File: src/rtl/yuv_framestore_writer_pkg.sv
// ----------------------------------------------------------------------------
// yuv_framestore_writer_pkg
//   Shared constants and types for the YUV framestore writer:
//   - writer FSM state encoding
//   - macroblock geometry constants
//   - the {address,data} word carried through the write FIFO
// ----------------------------------------------------------------------------
package yuv_framestore_writer_pkg;

    localparam int BLOCKS_PER_MACROBLOCK = 6;  // Y0..Y3, Cb, Cr
    localparam int FS_PIXELS_PER_WORD    = 4;  // 8-bit pixels packed per 32-bit word
    localparam int FS_ADDR_W             = 19;
    localparam int FS_DATA_W             = 32;

    typedef enum logic [1:0] {
        FS_WRITER_IDLE  = 2'd0,
        FS_WRITER_FRAME = 2'd1,
        FS_WRITER_DRAIN = 2'd2
    } fs_writer_state_e;

    // One framestore write: 19-bit word address + 32-bit data = 51 bits.
    typedef struct packed {
        logic [FS_ADDR_W-1:0] addr;
        logic [FS_DATA_W-1:0] data;
    } fs_word_t;

endpackage

File: src/rtl/yuv_word_fifo.sv
// ----------------------------------------------------------------------------
// yuv_word_fifo
//   Synchronous FIFO of {address,data} words toward the framestore.
//   A push while full succeeds only if a pop happens in the same cycle.
// Ports:
//   clock, resetn   clock / asynchronous active-low reset
//   push_i          write push_word_i this cycle
//   push_word_i     {address,data} entry
//   pop_i           consume the head entry (ignored when empty)
//   head_o          oldest entry
//   full_o/empty_o  occupancy flags
// ----------------------------------------------------------------------------
module yuv_word_fifo
    import yuv_framestore_writer_pkg::*;
#(
    parameter int DEPTH = 16
) (
    input  logic     clock,
    input  logic     resetn,
    input  logic     push_i,
    input  fs_word_t push_word_i,
    input  logic     pop_i,
    output fs_word_t head_o,
    output logic     full_o,
    output logic     empty_o
);

    localparam int PTR_W = $clog2(DEPTH);

    fs_word_t         mem_q [DEPTH];
    logic [PTR_W:0]   wr_ptr_q;
    logic [PTR_W:0]   rd_ptr_q;
    logic             do_push;
    logic             do_pop;

    // Pointers carry one extra wrap bit to tell full from empty.
    assign empty_o = (wr_ptr_q == rd_ptr_q);
    assign full_o  = (wr_ptr_q[PTR_W] != rd_ptr_q[PTR_W]) &&
                     (wr_ptr_q[PTR_W-1:0] == rd_ptr_q[PTR_W-1:0]);

    assign do_pop  = pop_i & ~empty_o;
    assign do_push = push_i & (~full_o | do_pop);

    // NOTE: storage is not reset; the pointers alone define which entries are
    // valid, and leaving the array unreset lets it map onto plain RAM.
    always_ff @(posedge clock) begin
        if (do_push) begin
            mem_q[wr_ptr_q[PTR_W-1:0]] <= push_word_i;
        end
    end

    // NOTE: sequential state uses non-blocking assignments so every register
    // samples pre-edge values, independent of statement order.
    always_ff @(posedge clock or negedge resetn) begin
        if (!resetn) begin
            wr_ptr_q <= '0;
            rd_ptr_q <= '0;
        end else begin
            if (do_push) wr_ptr_q <= wr_ptr_q + 1'b1;
            if (do_pop)  rd_ptr_q <= rd_ptr_q + 1'b1;
        end
    end

    assign head_o = mem_q[rd_ptr_q[PTR_W-1:0]];

endmodule

File: src/rtl/yuv_framestore_writer.sv
// ----------------------------------------------------------------------------
// yuv_framestore_writer
//   Takes the decoder's reconstructed pixel stream (macroblock / 8x8 block
//   order), packs 4 horizontal pixels per 32-bit word, computes the raster
//   word address in a planar 4:2:0 framestore and queues writes in a FIFO.
// Ports:
//   clock, resetn             clock / asynchronous active-low reset
//   YUV_Data_I/_Write_En_I    pixel and its valid
//   YUV_Start_I               high = idle; falling edge starts a frame,
//                             rising edge mid-frame aborts it
//   Image_Horizontal/Vertical picture size in pixels (multiples of 16)
//   Frame_Base_I              frame buffer word offset, latched at start
//   Framestore_*              write port (busy handshake, FIFO-backed)
//   Frame_Done_O              pulse once the frame is fully written
//   Overflow_O                sticky: a word was dropped (FIFO full)
// ----------------------------------------------------------------------------
module yuv_framestore_writer
    import yuv_framestore_writer_pkg::*;
#(
    parameter int          FIFO_DEPTH = 16,
    parameter logic [18:0] Y_BASE     = 19'h00000,
    parameter logic [18:0] CB_BASE    = 19'h20000,
    parameter logic [18:0] CR_BASE    = 19'h28000
) (
    input  logic        clock,
    input  logic        resetn,
    input  logic [7:0]  YUV_Data_I,
    input  logic        YUV_Write_En_I,
    input  logic        YUV_Start_I,
    input  logic [11:0] Image_Horizontal_I,
    input  logic [11:0] Image_Vertical_I,
    input  logic [18:0] Frame_Base_I,
    output logic [18:0] Framestore_Address_O,
    output logic [31:0] Framestore_Data_O,
    output logic        Framestore_Write_En_O,
    input  logic        Framestore_Busy_I,
    output logic        Framestore_Active_O,
    output logic        Frame_Done_O,
    output logic        Overflow_O
);

    fs_writer_state_e state_q, state_d;
    logic             start_q;
    logic [18:0]      base_q, base_d;
    logic [5:0]       pix_q, pix_d;
    logic [2:0]       blk_q, blk_d;
    logic [5:0]       mb_col_q, mb_col_d;
    logic [4:0]       mb_row_q, mb_row_d;
    logic [23:0]      pack_q, pack_d;
    logic             overflow_q, overflow_d;

    logic             s1_valid_q;
    logic [18:0]      s1_prod_q, s1_plane_q;
    logic [7:0]       s1_col_q;
    logic [31:0]      s1_data_q;
    logic             s2_valid_q;
    fs_word_t         s2_word_q;

    logic             fifo_full, fifo_empty, fifo_pop, fifo_drop;
    fs_word_t         fifo_head;

    // Size bits outside the supported ranges are not needed.
    logic unused_size_bits;
    assign unused_size_bits = ^{Image_Horizontal_I[1:0], Image_Vertical_I[11:9],
                                Image_Vertical_I[3:0]};

    // ---------------- control decode ----------------
    logic in_frame, frame_start, abort, accept, word_done, last_pixel, drained;
    logic pix_wrap, blk_wrap, col_wrap, row_wrap;

    assign in_frame    = (state_q == FS_WRITER_FRAME);
    assign frame_start = (state_q == FS_WRITER_IDLE) & start_q & ~YUV_Start_I;
    assign abort       = in_frame & YUV_Start_I & ~start_q;
    assign accept      = in_frame & YUV_Write_En_I & ~abort;
    assign pix_wrap    = (pix_q == 6'd63);
    assign blk_wrap    = (blk_q == 3'(BLOCKS_PER_MACROBLOCK - 1));
    assign col_wrap    = (mb_col_q == Image_Horizontal_I[9:4] - 6'd1);
    assign row_wrap    = (mb_row_q == Image_Vertical_I[8:4] - 5'd1);
    assign word_done   = accept & (pix_q[1:0] == 2'(FS_PIXELS_PER_WORD - 1));
    assign last_pixel  = accept & pix_wrap & blk_wrap & col_wrap & row_wrap;
    assign drained     = ~s1_valid_q & ~s2_valid_q & fifo_empty;

    // ---------------- address operands for the completing word ----------------
    logic [8:0]  py;
    logic [9:0]  stride;
    logic [7:0]  col_w;
    logic [18:0] plane;
    logic [18:0] prod;

    // NOTE: every signal assigned in a combinational block gets a default
    // (or an assignment on every path) so no latch is inferred.
    always_comb begin
        if (blk_q[2]) begin
            // Chroma: half-resolution plane, its own stride.
            py     = {1'b0, mb_row_q, pix_q[5:3]};
            stride = {1'b0, Image_Horizontal_I[11:3]};
            col_w  = {1'b0, mb_col_q, pix_q[2]};
            plane  = blk_q[0] ? CR_BASE : CB_BASE;
        end else begin
            py     = {mb_row_q, blk_q[1], pix_q[5:3]};
            stride = Image_Horizontal_I[11:2];
            col_w  = {mb_col_q, blk_q[0], pix_q[2]};
            plane  = Y_BASE;
        end
        prod = 19'({10'd0, py} * {9'd0, stride});
    end

    // ---------------- counters, pack register, overflow ----------------
    always_comb begin
        base_d     = base_q;
        pix_d      = pix_q;
        blk_d      = blk_q;
        mb_col_d   = mb_col_q;
        mb_row_d   = mb_row_q;
        pack_d     = pack_q;
        overflow_d = overflow_q | fifo_drop;
        if (frame_start) begin
            base_d     = Frame_Base_I;
            pix_d      = '0;
            blk_d      = '0;
            mb_col_d   = '0;
            mb_row_d   = '0;
            pack_d     = '0;
            overflow_d = 1'b0;
        end else if (accept) begin
            pack_d = {pack_q[15:0], YUV_Data_I};
            pix_d  = pix_q + 6'd1;
            if (pix_wrap) begin
                blk_d = blk_wrap ? 3'd0 : blk_q + 3'd1;
                if (blk_wrap) begin
                    mb_col_d = col_wrap ? 6'd0 : mb_col_q + 6'd1;
                    if (col_wrap) mb_row_d = row_wrap ? 5'd0 : mb_row_q + 5'd1;
                end
            end
        end
    end

    always_ff @(posedge clock or negedge resetn) begin
        if (!resetn) begin
            start_q    <= 1'b0;
            base_q     <= '0;
            pix_q      <= '0;
            blk_q      <= '0;
            mb_col_q   <= '0;
            mb_row_q   <= '0;
            pack_q     <= '0;
            overflow_q <= 1'b0;
            s1_valid_q <= 1'b0;
            s1_prod_q  <= '0;
            s1_plane_q <= '0;
            s1_col_q   <= '0;
            s1_data_q  <= '0;
            s2_valid_q <= 1'b0;
            s2_word_q  <= '0;
        end else begin
            start_q    <= YUV_Start_I;
            base_q     <= base_d;
            pix_q      <= pix_d;
            blk_q      <= blk_d;
            mb_col_q   <= mb_col_d;
            mb_row_q   <= mb_row_d;
            pack_q     <= pack_d;
            overflow_q <= overflow_d;
            // Stage 1: operands and py*stride.
            s1_valid_q <= word_done;
            if (word_done) begin
                s1_prod_q  <= prod;
                s1_plane_q <= plane;
                s1_col_q   <= col_w;
                s1_data_q  <= {pack_q, YUV_Data_I};
            end
            // Stage 2: add frame base, plane offset, row product and column.
            s2_valid_q <= s1_valid_q;
            if (s1_valid_q) begin
                s2_word_q.addr <= base_q + s1_plane_q + s1_prod_q + {11'd0, s1_col_q};
                s2_word_q.data <= s1_data_q;
            end
        end
    end

    // ---------------- stage 3: FIFO ----------------
    assign fifo_pop  = ~fifo_empty & ~Framestore_Busy_I;
    assign fifo_drop = s2_valid_q & fifo_full & ~fifo_pop;

    yuv_word_fifo #(
        .DEPTH (FIFO_DEPTH)
    ) u_fifo (
        .clock       (clock),
        .resetn      (resetn),
        .push_i      (s2_valid_q),
        .push_word_i (s2_word_q),
        .pop_i       (fifo_pop),
        .head_o      (fifo_head),
        .full_o      (fifo_full),
        .empty_o     (fifo_empty)
    );

    // ---------------- writer FSM ----------------
    always_ff @(posedge clock or negedge resetn) begin
        if (!resetn) state_q <= FS_WRITER_IDLE;
        else         state_q <= state_d;
    end

    always_comb begin
        state_d = state_q;
        case (state_q)
            FS_WRITER_IDLE:  if (frame_start)         state_d = FS_WRITER_FRAME;
            FS_WRITER_FRAME: if (abort || last_pixel) state_d = FS_WRITER_DRAIN;
            FS_WRITER_DRAIN: if (drained)             state_d = FS_WRITER_IDLE;
            default:                                  state_d = FS_WRITER_IDLE;
        endcase
    end

    always_comb begin
        Frame_Done_O = (state_q == FS_WRITER_DRAIN) & drained;
    end

    // Head is masked while empty so the port reads zero instead of stale RAM.
    assign Framestore_Active_O   = ~fifo_empty;
    assign Framestore_Write_En_O = fifo_pop;
    assign Framestore_Address_O  = fifo_empty ? 19'd0 : fifo_head.addr;
    assign Framestore_Data_O     = fifo_empty ? 32'd0 : fifo_head.data;
    assign Overflow_O            = overflow_q;

endmodule

File: config.mk
export PLATFORM = sky130hd
export DESIGN_NAME = yuv_framestore_writer
export DESIGN_NICKNAME = d
export VERILOG_FILES = /design/src/rtl/yuv_framestore_writer_pkg.sv /design/src/rtl/yuv_word_fifo.sv /design/src/rtl/yuv_framestore_writer.sv
export SDC_FILE = /design/constraint.sdc
export NUM_CORES = 1
export LEC_CHECK = 0
export ABC_AREA = 0
export ABC_CLOCK_PERIOD_IN_PS = 18900
export CORE_AREA = 2 2 183 364
export DETAILED_ROUTE_END_ITERATION = 10
export DIE_AREA = 0 0 185 366
export GPL_ROUTABILITY_DRIVEN = 0
export PLACE_DENSITY = 0.81
export SLEW_MARGIN = 25
export SYNTH_ARGS = -nofsm -noshare
export SYNTH_HDL_FRONTEND = slang
export SYNTH_SLANG_ARGS = --single-unit
File: constraint.sdc
create_clock -name clock -period 18.9 [get_ports clock]
set_input_delay 4.725 -clock clock [delete_from_list [all_inputs] [get_ports clock]]
set_output_delay 4.725 -clock clock [all_outputs]
set_load 0.03 [all_outputs]
# After elaboration in Yosys (flattened, before gate mapping)
# Memory sizes are Yosys's and may differ from the RTL's.
# Index checks and enable logic that the tools add are counted.
# word_totals
regBits	208
latchBits	0
ram_bits	816
rom_bits	0
input_bits	56
elab_cells	119
n_memories	1
# mem_list
memory	depth	width	read_ports	rd_ports_with_merged_regs	write_ports	line_no	source
u_fifo.mem_q	16	51	1	0	1	yuv_word_fifo.sv:30	fs_word_t mem_q [DEPTH];
# classes
n_addsub	11
multipliers	1
div	0
magnitude_cmp	0
eq_ne	13
n_shift	0
n_mux	33
n_bitwise	30
n_reduce_logical	11
# ops
op	n
$mux 24	2
$mux 6	7
$add 19x19->19	2
$mux 32	1
$mux 5	6
$add 19x8->19	1
$and 1x1->1	19
$mul 9x10->19	1
$mux 19	1
$mux 18	1
$mux 16	1
$add 5x1->5 const B	3
$add 6x1->6 const B	2
$mux 3	4
$eq 5x5->1	2
$mux 10	1
$mux 9	1
$not 1->1	9
$mux 8	1
$reduce_bool 2->1	4
$eq 6x6->1	1
$eq 6x6->1 const B	1
$mux 2	3
$pmux 2 s3	1
18 further kinds	24

# Depth between registers and ports, before layout
# Gate-level depths: netlist of run 1.
# logic_depth
depth_word	12
mapped_depth	20

# Modules after synthesis
# A second synthesis of run 1 with hierarchy kept.
# unflattened
hier_cells	2447
hier_area_um2	42948.7
# by_module_without_submodules
module	n_inst	cells_per_inst	area_per_inst_um2	seq_area_each_um2
yuv_word_fifo	1	1318	31166.1	24753.7
yuv_framestore_writer	1	1129	11782.6	4529.3

# Worst setup path before layout of run 1
# No wires, ideal clock.
# synth_path
kind	in2reg
from	input port Framestore_Busy_I
to	memory u_fifo.mem_q[3][0] (netlist bit) (enable)
setup_ns	0.586
arrival_time_ns	9.906
setup_slack_ns	8.408
path_stages	3
n_path_buf	0
path_cell_list	and3_1 nand2b_1 nor4_1
# synth_between
elab_chain_cells	7
# synth_lines
element	line_no	source
from (decl)	yuv_framestore_writer.sv:36	input logic Framestore_Busy_I,
$not 1->1	yuv_framestore_writer.sv:182	assign fifo_pop = ~fifo_empty & ~Framestore_Busy_I;
$and 1x1->1	yuv_framestore_writer.sv:182	
$and 1x1->1	yuv_word_fifo.sv:41	assign do_pop = pop_i & ~empty_o;
$or 1x1->1	yuv_word_fifo.sv:42	assign do_push = push_i & (~full_o | do_pop);
$and 1x1->1	yuv_word_fifo.sv:42	
$mux 1	yuv_word_fifo.sv:47	if (do_push) begin
$mux 1 (not written as such)	yuv_word_fifo.sv:48	mem_q[wr_ptr_q[PTR_W-1:0]] <= push_word_i;
to (decl)	yuv_word_fifo.sv:30	
# No other way between the ends.

# Final worst setup path of run 1
# layout_path
from	input port Framestore_Busy_I
to	output port Framestore_Write_En_O
# layout_between
elab_chain_cells	2
# layout_lines
element	line_no	source
$not 1->1	yuv_framestore_writer.sv:182	
$and 1x1->1	yuv_framestore_writer.sv:182	
to (decl)	yuv_framestore_writer.sv:35	output logic Framestore_Write_En_O,
# No other way between the ends.

==> flow_results.org, run 1 <==
** Power and ir drop
- Static Leakage :: 18.2 nW
- Combinational logic is responsible for 23.9% of the overall power.
- Net switching power figure :: 1.75 mW
- Of the total power, registers draw 47.0%.
- Cell internal pwr :: 4.16 mW
- Power per unit of standard cell area :: 123 mW/mm2
- Switching share of total power :: 29.6%
- Clock network fraction of design power :: 29.1%
- Maximum vdd drop :: 0.0962 mV

** Layout
- Top library cells by usage in the layout, fill and taps aside :: sky130_fd_sc_hd__edfxtp_1 (816), sky130_fd_sc_hd__nand2_1 (302), sky130_fd_sc_hd__mux4_2 (255)
- End-of-flow core utilization :: 73.9%
- After routing the design area is 0.0479 mm2.
- Commonest non-fill, non-tap cell in the layout :: sky130_fd_sc_hd__edfxtp_1
- The area growth from synthesis to layout is 11.1%.
- Final-layout fill cell count :: 3720
- Cells with a size suffix above 1 make up 19.0% of the layout.
- Final net count :: 2791
- 0 antenna diodes ended up in the layout.

** Yosys
- In this run the cell area of the synthesized design comes to 0.0431 mm2.
- When the netlist entered floorplanning its net count stood at 2682.
- Total number of yosys warnings :: 0
- The synthesized design contains 816 enable-type register cells.
- The cell count after synthesis came out at 2484.
- Average size of a mapped cell :: 17.3 um2
- Ys flop type :: sky130_fd_sc_hd__edfxtp_1
- FFs w/ async S/R, synth :: 19.0%
- Sequential share of the synthesized area :: 68.0%
- Post-synth cell types :: 69
- Yosys reg bits :: 1007

** Place
- Once placement finished, the instance area stood at 0.0451 mm2.
- Timing analysis after detailed placement gives a worst setup slack of 7.84 ns.
- HPWL after detailed placement :: 56600 um
- Number of port buffers :: 101

** STA
- Derived from the worst setup path, the maximum achievable clock frequency is 0.0904 GHz.
- Headroom to the max-slew limit :: 9.65%
- Setup repair after global routing missed its margin :: no
- Summed over all failing endpoints, the final setup total negative slack is 0 ns.
- Crit path setup slack, layout :: 7.83 ns
- Final Max Tran Viols :: 0
- Worst Hold Slack :: 0.457 ns
- Skew final :: 0.0231 ns
- After layout, the minimum clock period comes to 11.07 ns.
- Of the available clock period, the critical path in the final layout requires 58.5%.
- Final hold violation count :: 0
- For the pin with the worst max-slew slack, the measured transition is 1.36 ns.
- Setup-failing EPs final :: 0

** Clock tree
- Gates resized during post-CTS repair numbered 0.
- In this run the post-CTS setup repair buffer count came out at 0.
- At the later pin of the worst-skew pair, clock insertion delay measures 0.63 ns.
- CTS tree :: done
- CTS Hold Buffers Added :: 0
- Reg clk slew, reported paths :: 0.08 ns
- In this run, CTS created clock tree buffers numbering 79.
- In this run the deepest clock path goes through 3 buffers.
- The H-tree generated during clock tree synthesis spans 3 levels.
- Cell at the root of the clock tree :: sky130_fd_sc_hd__clkbuf_16
- Clock tree synthesis found a total of 1007 sinks.

** Setup path
- Reg2Reg Depth :: 18
- Data arrival time of the critical path :: 6.34 ns
- Critical Path RT :: 14.18 ns
- The critical path is of the in2out type.
- Register-to-Register Setup Slack :: 12.29 ns
- CP endpoint kind :: primary output
- Critical path startpoint category :: primary input
- In this run the worst path has a maximum fanout of 4.

** Floorplan
- Top-level I/O count :: 111
- Vertical die dimension :: 366 um
- The floorplan step defined a core boundary enclosing 0.0647 mm2.
- The floorplan has 132 rows.
- Floorplan die width :: 185 um
- For this configuration, the core starts out at a cell density of 66.5%.
- Area of the die :: 0.0677 mm2

** Route
- Residual DRC count :: 0
- Dividing the detail-routed wire length by the instance count gives 29.9 um.
- Dividing the detail-routed via count by the number of cells gives 6.69.
- Wires add up to 106000 um.
- Count of nets left with antenna violations after detail routing :: 0
- First DRT Iteration DRCs :: 2866
- Across all layers, the routed design uses 23600 vias.
- Pre-Repair DR Iteration Count :: 5

** GRT
- Final global-route overflow total :: 0
- Via count of the first global-routing pass :: 25300
- Entering global routing, the biggest net connects 165 pins.
- Global routing consumed, over all layers together, 32.3% of the routing resources.
- The number of antenna violations at the first check in global routing came to 3.
- The first global-routing pass estimated 156000 um of wire.

** Worst hold path
- Cell count of the worst hold path :: 0
- The path class of the tightest hold or removal check is reg2reg.

** Job
- The tool flagged a number of max-cap violations equal to 0.

** Outcome
- Run status :: completed
-- power by group through the flow --
stage	clock network (mW)	logic, mW	registers (mW)
3_3_place_gp	0	1.35	2.80
6_report	1.72	1.41	2.77
2_1_floorplan	0	1.04	2.68
3_5_place_dp	0	1.38	2.81
5_1_grt	1.80	1.49	2.79
4_1_cts	1.73	1.41	2.77
-- logic make-up after synthesis --
group,synth area share (%)
DFF,68.0
and+or+nand+nor,5.98
muxes,15.0
buffers and inverters,1.99
AOI/OAI and AO/OA,2.72
adders and majority gates,5.31
xor gates and xnor gates,0.976
-- critical path: stages --
cell                              delay [ns]
sky130_fd_sc_hd__clkdlybuf4s50_1        0.52
sky130_fd_sc_hd__nor2_1                 0.33
sky130_fd_sc_hd__clkdlybuf4s50_1        0.76
-- path summary, 6_finish.rpt --
path,from,to
max,Framestore_Busy_I,Framestore_Write_En_O
min,s1_valid_q$_DFF_PN0_,s2_valid_q$_DFF_PN0_
max reg2reg,blk_q[2]$_DFFE_PN0P_,s1_prod_q[16]$_DFFE_PN0P_
min reg2reg,s1_valid_q$_DFF_PN0_,s2_valid_q$_DFF_PN0_
max in group asynchronous,resetn,s2_word_q[46]$_DFFE_PN0P_
min in group asynchronous,resetn,mb_row_q[3]$_DFFE_PN0P_
-- state kept, by name, summed over array words and instances, names as in the netlist, 2 cells and up --
name	cells
s1_prod_q	19
mb_col_q	6
state_q	2
base_q	19
pix_q	6
mb_row_q	5
s1_data_q	32
u_fifo.rd_ptr_q	5
s1_col_q	8
s2_word_q	51
u_fifo.wr_ptr_q	5
pack_q	24
u_fifo.mem_q	816
blk_q	3
s1_plane_q	2
-- stage by stage --
stage | instances | power, mW
finish | 3530 | 5.91
global route | 3530 | 6.09
CTS | 3528 | 5.91
detailed placement | 3381 | 4.20
global placement | 3381 | 4.15
floorplan | 2484 | 3.72
-- area by class of cell --
class | instances | area [um2] | area share (%)
repair buffers | 143 | 1410 | 2.94
inverters | 105 | 394 | 0.823
multi-input cells | 1257 | 13000 | 27.2
clock buffers | 108 | 2250 | 4.71
well taps | 871 | 1090 | 2.28
flip-flops and latches | 1007 | 29300 | 61.2
clock inverters | 39 | 415 | 0.868
-- cells in the mapped netlist (3+ instances only) --
| library cell | n | area (um2) |
|---|---|---|
| sky130_fd_sc_hd__a2111oi_0 | 4 | 35.0 |
| sky130_fd_sc_hd__a211o_1 | 3 | 26.3 |
| sky130_fd_sc_hd__a211oi_1 | 8 | 60.1 |
| sky130_fd_sc_hd__a21o_1 | 11 | 82.6 |
| sky130_fd_sc_hd__a21oi_1 | 49 | 245 |
| sky130_fd_sc_hd__a31oi_1 | 6 | 37.5 |
| sky130_fd_sc_hd__and2_1 | 24 | 150 |
| sky130_fd_sc_hd__and3_1 | 4 | 25.0 |
| sky130_fd_sc_hd__buf_1 | 12 | 45.0 |
| sky130_fd_sc_hd__buf_2 | 19 | 95.1 |
| sky130_fd_sc_hd__clkbuf_1 | 83 | 312 |
| sky130_fd_sc_hd__dfrtp_1 | 191 | 4780 |
| sky130_fd_sc_hd__edfxtp_1 | 816 | 24500 |
| sky130_fd_sc_hd__fa_1 | 68 | 1360 |
| sky130_fd_sc_hd__ha_1 | 74 | 926 |
| sky130_fd_sc_hd__inv_1 | 104 | 390 |
| sky130_fd_sc_hd__mux2_2 | 49 | 552 |
| sky130_fd_sc_hd__mux2i_1 | 18 | 180 |
| sky130_fd_sc_hd__mux4_2 | 255 | 5740 |
| sky130_fd_sc_hd__nand2_1 | 302 | 1130 |
| sky130_fd_sc_hd__nand2b_1 | 16 | 100 |
| sky130_fd_sc_hd__nand3_1 | 19 | 95.1 |
| sky130_fd_sc_hd__nand3b_1 | 3 | 22.5 |
| sky130_fd_sc_hd__nand4_1 | 7 | 43.8 |
| sky130_fd_sc_hd__nor2_1 | 80 | 300 |
| sky130_fd_sc_hd__nor2b_1 | 60 | 375 |
| sky130_fd_sc_hd__nor3_1 | 14 | 70.1 |
| sky130_fd_sc_hd__nor4_1 | 8 | 50.1 |
| sky130_fd_sc_hd__o211ai_1 | 4 | 30.0 |
| sky130_fd_sc_hd__o21a_1 | 10 | 75.1 |
| sky130_fd_sc_hd__o21ai_0 | 57 | 285 |
| sky130_fd_sc_hd__o31ai_1 | 4 | 30.0 |
| sky130_fd_sc_hd__or2_2 | 9 | 56.3 |
| sky130_fd_sc_hd__or3_1 | 3 | 18.8 |
| sky130_fd_sc_hd__xnor2_1 | 25 | 219 |
| sky130_fd_sc_hd__xor2_1 | 23 | 201 |
-- routing by layer --
metal | track usage, % | wire length (um) | up-vias
met5 | 0 | 38 | -
met4 | 17.7 | 5520 | 6
met3 | 4.55 | 7950 | 319
met2 | 56.2 | 57400 | 1431
met1 | 38.7 | 34800 | 12200
li1 | - | - | 9664
Power figures use the tool's default switching activity.
==> run 2: changes to the inputs <==
--- a/config.mk
+++ b/config.mk
@@ -6,12 +6,12 @@
 export NUM_CORES = 1
 export LEC_CHECK = 0
 export ABC_AREA = 0
-export ABC_CLOCK_PERIOD_IN_PS = 18900
-export CORE_AREA = 2 2 183 364
+export ABC_CLOCK_PERIOD_IN_PS = 11400
+export CORE_AREA = 2 2 190 378
 export DETAILED_ROUTE_END_ITERATION = 10
-export DIE_AREA = 0 0 185 366
+export DIE_AREA = 0 0 192 380
 export GPL_ROUTABILITY_DRIVEN = 0
-export PLACE_DENSITY = 0.81
+export PLACE_DENSITY = 0.75
 export SLEW_MARGIN = 25
 export SYNTH_ARGS = -nofsm -noshare
 export SYNTH_HDL_FRONTEND = slang
==> constraint.sdc (replaced) <==
create_clock -name clock -period 11.4 [get_ports clock]
set_input_delay 2.85 -clock clock [delete_from_list [all_inputs] [get_ports clock]]
set_output_delay 2.85 -clock clock [all_outputs]
set_load 0.03 [all_outputs]
==> run 2 against run 1 <==
Effect of this change:
- hold slack improved by 0.017 ns
- via count down 3.4%
- die area is 7.8% higher
- cell count rose by 0.99%
- power increased by 66%
- wire length decreased by 7.3%
- global-route usage fell by 4.4 points
- first-iteration DRC count down 29%
- critical path depth grew 16
- sequential power increased by 66%
- sequential cell count unchanged
- non-clock buffer count decreased by 1
==> flow_results.org, run 2 (same netlist as run 1, synthesis figures left out) <==
** Setup path
- Crit-path cells :: clkdlybuf4s50_1 -> inv_1 -> o21ai_0 -> nand2_1 -> fa_1 -> inv_1 -> ha_1 -> ha_1 -> inv_1 -> fa_1 -> inv_1 -> ha_1 -> fa_1 -> a211o_1 -> a2111oi_1 -> o31ai_1 -> o21ai_0 -> nand2_1 -> a221o_1
- The critical path runs through a total of 19 cells.
- Of all nets on the critical path, the largest fanout is 4.
- CP delay by family, top :: compound AO/OA/AOI/OAI gates
- The worst register-to-register path has a depth of 18.
- The worst setup path is captured at a flop.
- Critical path startpoint category :: primary input
- Worst-path cell with the longest stage delay :: sky130_fd_sc_hd__a2111oi_1
- Reg-to-reg critical path endpoint :: s1_prod_q[16]$_DFFE_PN0P_
- In this run the critical register-to-register path is launched from blk_q[2]$_DFFE_PN0P_.
- Crit path largest cell delay :: 0.83 ns
- CP endpoint :: s1_prod_q[16]$_DFFE_PN0P_
- The most critical setup path has its startpoint at Image_Horizontal_I[5].
- Register-to-Register Setup Slack :: 4.81 ns
- By startpoint and endpoint, the worst setup path is classified as in2reg.
- Critical Path RT :: 11.92 ns
- STA puts the critical path data arrival time at 8.90 ns.
- Number of buffers and inverters on the critical path :: 5
- In this design, the critical path's most frequently occurring cell is sky130_fd_sc_hd__inv_1.

** Route
- First DRT Iteration DRCs :: 2048
- Count of nets left with antenna violations after detail routing :: 0
- The final layout contains routed wiring with a total length of 98000 um.
- Dividing the detail-routed via count by the number of cells gives 6.40.
- In the final routed layout, each cell accounts on average for 27.5 um.
- Residual DRC count :: 0
- Pre-Repair DR Iteration Count :: 6
- Total number of vias :: 22800

** Floorplan
- Total core area :: 0.0699 mm2
- Floorplan die width :: 192 um
- The floorplan step set the die height to 380 um.
- Initial Utilization :: 61.6%
- 111 I/O pins were placed.
- Standard-cell row count :: 137
- Area of the die :: 0.0730 mm2

** Clock tree
- In this run, post-CTS repair resized a total of 0 instances.
- CTS tree :: done
- Number of clock sinks seen by CTS :: 1007
- Later-pin clock latency in the skew report :: 0.66 ns
- Clock tree synthesis inserted a total of 81 buffers.
- No sink is reached through more buffers than the 3 on the longest clock path.
- In this run the clock root is driven by a sky130_fd_sc_hd__clkbuf_16.
- Reg clk slew, reported paths :: 0.08 ns
- Post-CTS Repair Setup Buffers :: 0
- The clock tree synthesis step divided the H-tree into 3 levels.
- CTS Hold Buffers Added :: 0

** Job
- Number of violations of the max-capacitance limit :: 0

** GRT
- GRT Overall Usage :: 27.9%
- The number of antenna violations at the first check in global routing came to 3.
- Entering global routing, the biggest net connects 149 pins.
- The number of global-route vias before repair came to 24100.
- After global routing the overflow that remains totals 0.
- The first global-routing pass estimated 147000 um of wire.

** STA
- The total count of hold-check failures in the final report was 0.
- Final period utilization :: 73.5%
- The number of pins with negative max-slew slack in the final report is 0.
- Setup-failing EPs final :: 0
- Setup repair after global routing left no endpoint under its margin.
- Skew final :: 0.0289 ns
- For the pin with the worst max-slew slack, the measured transition is 1.13 ns.
- Headroom to the max-slew limit :: 25.0%
- Achievable Freq :: 0.119 GHz
- Clock period minus final worst setup slack :: 8.38 ns
- Aggregate negative setup slack :: 0 ns
- After layout, the worst setup slack is 3.02 ns.

** Place
- Buffers placed on the I/O ports in this run total 101.
- At the placement stage, the worst setup path has a slack of 2.43 ns.
- The HPWL after detailed placement is 57700 um.

** Power and ir drop
- Power per unit of standard cell area :: 205 mW/mm2
- Static Leakage :: 18.2 nW
- Maximum vdd drop :: 0.381 mV

** Layout
- The area growth from synthesis to layout is 11.5%.
- Number of flip-flops in the largest register :: 816
- The final layout contains 2792 nets.
- Ant. Diodes :: 0
- Fill cells in the final layout number 4528.
- Leaving out fill and tap cells, the most frequent cell in the layout is sky130_fd_sc_hd__edfxtp_1.
- Sequential Area :: 0.0293 mm2
- Area occupied by multi-input gates :: 0.0130 mm2
- In the final layout, the share of cells above drive strength 1 is 19.3%.
- Top library cells by usage in the layout, fill and taps aside :: sky130_fd_sc_hd__edfxtp_1 (816), sky130_fd_sc_hd__nand2_1 (302), sky130_fd_sc_hd__mux4_2 (255)

** Worst hold path
- The worst hold path was traced through 2 stages.
- Path category of the worst min-delay check :: reg2reg

** Outcome
- Run status :: completed
[run 2: cell types whose count changed in the layout (fill, tap and decap cells not counted), sizes merged]
cell / change
buf: -1
inv: +1
clkinv: -3
bufinv: +4
clkinvlp: +2
[run 2: final cells by class]
type,instances,share of cell area [%]
Multi-Input combinational cell,1257,27.1
Sequential cell,1007,61.0
Timing Repair Buffer,142,2.90
Tap cell,903,2.35
Clock buffer,108,4.58
Clock inverter,43,1.25
Inverter,105,0.821
[run 2: per-stage QoR]
step / hold slack [ns] / cell area, um2 / util [%] / std cells / power, mW
floorplan: 0.365 / 43100 / - / 2484 / 6.17
global placement: 0.452 / 45200 / 64.6 / 3412 / 6.92
detailed placement: 0.459 / 45200 / 64.6 / 3413 / 6.98
CTS: 0.471 / 48000 / 68.6 / 3564 / 9.89
global route: 0.503 / 48000 / 68.7 / 3565 / 10.2
finish: 0.474 / 48000 / 68.7 / 3565 / 9.82
[run 2: how the worst min path moves through the flow]
stage	to	from
after floorplan	s2_valid_q$_DFF_PN0_	s1_valid_q$_DFF_PN0_
after global placement	s1_data_q[19]$_DFFE_PN0P_	s1_data_q[19]$_DFFE_PN0P_
after detailed placement	s1_data_q[14]$_DFFE_PN0P_	s1_data_q[14]$_DFFE_PN0P_
after CTS	s1_data_q[26]$_DFFE_PN0P_	pack_q[18]$_DFFE_PN0P_
after global routing	s1_data_q[7]$_DFFE_PN0P_	s1_data_q[7]$_DFFE_PN0P_
final	s1_data_q[26]$_DFFE_PN0P_	pack_q[18]$_DFFE_PN0P_
[run 2: layer usage]
layer	global-route usage [%]	share of wire, %	up-vias
met5	0	0.013	-
met4	12.4	4.7	2
met3	3.63	5.7	251
met2	50.8	56	944
met1	32.7	34	12000
li1	-	-	9665
[run 2: power breakdown]
group	switching, mW	internal [mW]
Clock	1.29	1.65
Combinational	1.21	1.08
Sequential	0.362	4.23
[run 2: tightest hold or removal path: cells and delay by family, from the launching register on]
family / cells / cell delay [ns]
and+or+nand+nor: 2 / 0.11
DFF: 1 / 0.35
